==> src/rtl/amm_pkg.sv <==
// Shared types and helpers for the Avalon-MM SDRAM slave model.
// Holds the window base, error pattern, read-pipe entry and address decode.
package amm_pkg;

    localparam logic [31:0] SDRAM_ADDR = 32'h0800_0000;
    localparam logic [31:0] ERR_DATA   = 32'hBAD0_BAD0;

    typedef struct packed {
        logic        valid;
        logic [31:0] data;
    } rd_entry_t;

    typedef struct packed {
        logic        legal;
        logic [31:0] index;
    } amm_idx_t;

    // Word index from a byte address; legal only for aligned in-window hits.
    function automatic amm_idx_t amm_word_index(
        input logic [31:0] addr,
        input logic [31:0] base,
        input logic [31:0] depth
    );
        amm_idx_t    r;
        logic [31:0] off;
        off     = addr - base;
        r.index = off >> 2;
        r.legal = (addr >= base) && (addr[1:0] == 2'b00)
                  && ((off >> 2) < depth);
        return r;
    endfunction

endpackage

==> src/rtl/amm_rd_pipe.sv <==
// Fixed-latency read return pipe with synchronous clear.
// Data only advances behind a valid bit, so the tail holds the last return.
module amm_rd_pipe
    import amm_pkg::*;
#(
    parameter int LATENCY = 2
) (
    input  logic      clk,
    input  logic      clr,
    input  rd_entry_t push_entry,
    output rd_entry_t head
);

    rd_entry_t stage [LATENCY];

    // Shift entries one stage per cycle; clear drops everything in flight.
    always_ff @(posedge clk) begin
        if (clr) begin
            for (int i = 0; i < LATENCY; i++) begin
                stage[i] <= '0;
            end
        end else begin
            stage[0].valid <= push_entry.valid;
            if (push_entry.valid) begin
                stage[0].data <= push_entry.data;
            end
            for (int i = 1; i < LATENCY; i++) begin
                stage[i].valid <= stage[i-1].valid;
                if (stage[i-1].valid) begin
                    stage[i].data <= stage[i-1].data;
                end
            end
        end
    end

    assign head = stage[LATENCY-1];

endmodule

==> config.mk <==
export PLATFORM = sky130hd
export DESIGN_NAME = amm_rd_pipe
export DESIGN_NICKNAME = d
export VERILOG_FILES = /design/src/rtl/amm_pkg.sv /design/src/rtl/amm_rd_pipe.sv
export SDC_FILE = /design/constraint.sdc
export NUM_CORES = 1
export LEC_CHECK = 0
export CAP_MARGIN = 20
export CORE_MARGIN = 10
export CORE_UTILIZATION = 30
export CTS_BUF_LIST = sky130_fd_sc_hd__clkbuf_16
export CTS_CLUSTER_DIAMETER = 50
export DETAILED_ROUTE_END_ITERATION = 10
export PLACE_DENSITY = 0.59
export SYNTH_ARGS = -nofsm -noshare
export SYNTH_HDL_FRONTEND = slang
export SYNTH_SLANG_ARGS = --single-unit
==> constraint.sdc <==
create_clock -name clk -period 1.7 [get_ports clk]
set_input_delay 0.34 -clock clk [delete_from_list [all_inputs] [get_ports clk]]
set_output_delay 0.34 -clock clk [all_outputs]
set_load 0.005 [all_outputs]
# Yosys cells after proc, flatten, opt, wreduce, memory -nomap -nowiden
# Memory sizes are Yosys's and may differ from the RTL's.
# Index checks and enable logic that the tools add are counted.
# totals
wordCells	18
out_inout_bits	33
ramBits	66
register_bits	0
in_bits	35
n_memories	1
# classes
bitwise	4
muxes	13
# memory_table
memory	words	width	rd	rd_ports_with_merged_regs	write_ports	line	source
stage	2	33	2	0	2	amm_rd_pipe.sv:14	rd_entry_t stage [LATENCY];
# ops
operator	count
$mux 32	2
$mux 1	11
$or 1x1->1	4

# Logic depth before layout (Yosys ltp)
# An unclocked memory read counts as a cell.
# depth
depth_word	5
mapped_depth	3
mapped_depth_nobuf	1

# Worst setup path after synthesis
# Ideal clock, no wire load.
# synth_path
path_kind	input to register
from	input port clr
to	memory stage[1][0] in the netlist's numbering, enable pin
t_arrival_ns	0.978
setup_time_ns	0.375
required_time_ns	1.325
path_stages	2
path_buffers	1
path_slack_ns	0.348
path_cell_list	buf_2 > or2_2
# synth_rtl
item	line	source
start, declared	amm_rd_pipe.sv:9	input logic clr,
end, declared	amm_rd_pipe.sv:14	

==> summary.txt <==
Status
  • Outcome: finished, final reports clean

Power
  • Clock Power Share: 0.465
  • Cell-internal power: 3.582 mW
  • Sw power: 0.7563 mW
  • Leakage power: 1.520 nW
  • Peak VDD IR: 511.8 uV
  • Sw frac: 0.1743
  • Reg power frac: 0.454
  • Power density cells: 1158 mW/mm^2
  • Total power: 4.338 mW
  • Comb pwr share: 0.081

Die
  • Width of the die: 112.3 um
  • Starting Density: 0.3095
  • Die Ht: 112.3 um
  • Die area: 0.01261 sq mm
  • Area of the core: 0.008258 sq mm
  • FP Rows: 33
  • # IOs: 68

Route
  • Antenna Nets Post-Route: 0
  • Vias: 1330
  • DRT iter0 DRCs: 17
  • Avg WL per Cell: 13.60 um
  • Post-route DRC: 0
  • Vias per std cell: 3.994
  • Final WL: 4530 um
  • Drt first pass iters: 4

Placement
  • Global placer's final weighted congestion: 0.6712
  • Setup slack at placement: 0.1773 ns
  • Post-DP Area: 0.003410 sq mm
  • Dpl cells: 317
  • PortBufs: 67
  • Post-DP HPWL: 3376 um

Layout
  • Largest regs: stage: 66 flops
  • Largest register FFs: 66
  • Most flops, register: stage
  • Synth-to-Final Area Change: 46.50%
  • Post-layout nets: 258
  • Non-filler cells in the finished layout: 333
  • Ratio of cells with drive above 1 in the final layout: 0.1140
  • ANT cells: 0
  • Final instance area: 0.003745 sq mm
  • # fillers: 737

Critical path
  • Critical path buffers and inverters: 1
  • WP data arrival: 1.17 ns
  • CP cell instances: clkdlybuf4s50_1
  • Max FO, Critical Path: 1
  • Highest-delay cell along the critical path: clkdlybuf4s50_1
  • Levels on crit path: 1
  • Slowest stage delay, CP: 0.51 ns
  • R2r worst-path depth: 2
  • Worst endpoint required time: 1.36 ns
  • Critical path class: flop to output pin
  • Family with the most delay on the worst path: buffers and inverters
  • Startpoint types: flop
  • Worst Setup End Kind: output pin

STA
  • Finish-stage setup viols: 0
  • Final period util: 0.8894
  • Fin crit period: 1.512 ns
  • Hold violation total from the final report: 0
  • RSZ-0062 raised after global routing: no
  • Fmax: 661.4 MHz
  • Final setup margin: 0.1881 ns
  • Setup_tns: 0 ns
  • Slew Limit Fails: 0
  • Setup Skew: 0.007652 ns

Worst hold path
  • Cell count of the worst hold path: 2
  • Worst hold path class: input port to flop

Clock network
  • Worst-path clk slew: 0.05 ns
  • CTS tree: done
  • Longest Clk Path Bufs: 2
  • CTS resizes: 0
  • CTS Buf Count: 9
  • Clk Latency, worst-skew pair: 0.32 ns
  • Clock sinks: 66
  • Clock root buffer: clkbuf_16
  • Hold Buf Count CTS: 0
  • # Post-CTS Setup Buffers: 0
  • Htree depth: 3

Global routing
  • Largest net degree at the start of global routing: 34
  • Tot GR Track Use: 0.07588
  • Vias in the first global route: 1414
  • First-pass GRT wire length: 7293 um
  • Initial antenna violation count: 0
  • Total grt overflow: 0

Yosys
  • Mapped Cells: 145
  • Synth Cell Area: 0.002556 sq mm
  • Post-synthesis area per instance: 17.63 sq um
  • #FFs+latches synth: 66
  • Sequential area share after synthesis: 0.7753
  • Warnings from Yosys: 0
  • Netlist cell types: 8

Flow run
  • Max-cap viol count: 0
[cell type report]
type | count | area [sq um] | area share
clock buffers | 9 | 225.2 | 0.06014
multi-input cells | 70 | 513.0 | 0.1370
repair buffers | 76 | 783.3 | 0.2092
flip-flops and latches | 66 | 1982 | 0.5292
clock inverters | 7 | 110.1 | 0.02940
well taps | 105 | 131.4 | 0.03508
[synth_stat cells]
cell,count,share of area
and3b_1,32,0.11
edfxtp_1,66,0.78
nor2b_1,34,0.083
clkbuf_1,3,0.0044
conb_1,1,0.0015
buf_6,3,0.013
buf_2,4,0.0078
or2_2,2,0.0049
[stage by stage]
step,util,hold slack [ns]
6_report,0.4535,0.3874
5_1_grt,0.4535,0.3924
4_1_cts,0.4535,0.3656
3_5_place_dp,0.4129,0.5485
3_3_place_gp,0.4129,0.5428
2_1_floorplan,-,0.5390
[metal layers]
layer,share of wire,global-route usage,up-vias
li1,-,-,688
met1,0.39,0.07460,591
met2,0.49,0.1182,43
met3,0.092,0.04420,8
met4,0.028,0.05330,0
met5,0,0,-
[cell families after synthesis]
family                 share of synthesized area
and+or+nand+nor                           0.1977
other                                   0.001467
buffers and inverters                    0.02545
DFF                                       0.7753
[worst paths after layout]
check,from,endpoint,slack [ns]
worst min register to register,stage[0][11]$_SDFFCE_PN0P_,stage[1][11]$_DFFE_PP_,0.56
worst min-delay path,clr,stage[0][32]$_SDFFCE_PN0P_,0.39
worst max-delay path,stage[1][18]$_DFFE_PP_,head[18],0.19
worst max register to register,stage[0][32]$_SDFFCE_PN0P_,stage[1][10]$_DFFE_PP_,0.56
[power groups by stage]
| stage | registers [mW] | logic (mW) | clock network [mW] |
|---|---|---|---|
| final | 1.97 | 0.352 | 2.02 |
| after detailed placement | 2.00 | 0.360 | 0 |
| after CTS | 1.97 | 0.361 | 2.08 |
| after global routing | 1.98 | 0.388 | 2.12 |
| after floorplan | 2.00 | 0.116 | 0 |
| after global placement | 2.00 | 0.355 | 0 |
[cell usage in the layout (no fill, tap or decap), types with 2 or more instances in the layout]
cell type / count
buf_12: 4
conb_1: 2
clkdlybuf4s50_1: 66
clkbuf_16: 9
nor2b_1: 34
and3b_1: 32
buf_4: 5
bufinv_16: 3
or2_2: 2
edfxtp_1: 66
inv_1: 2
Power figures use the tool's default switching activity.
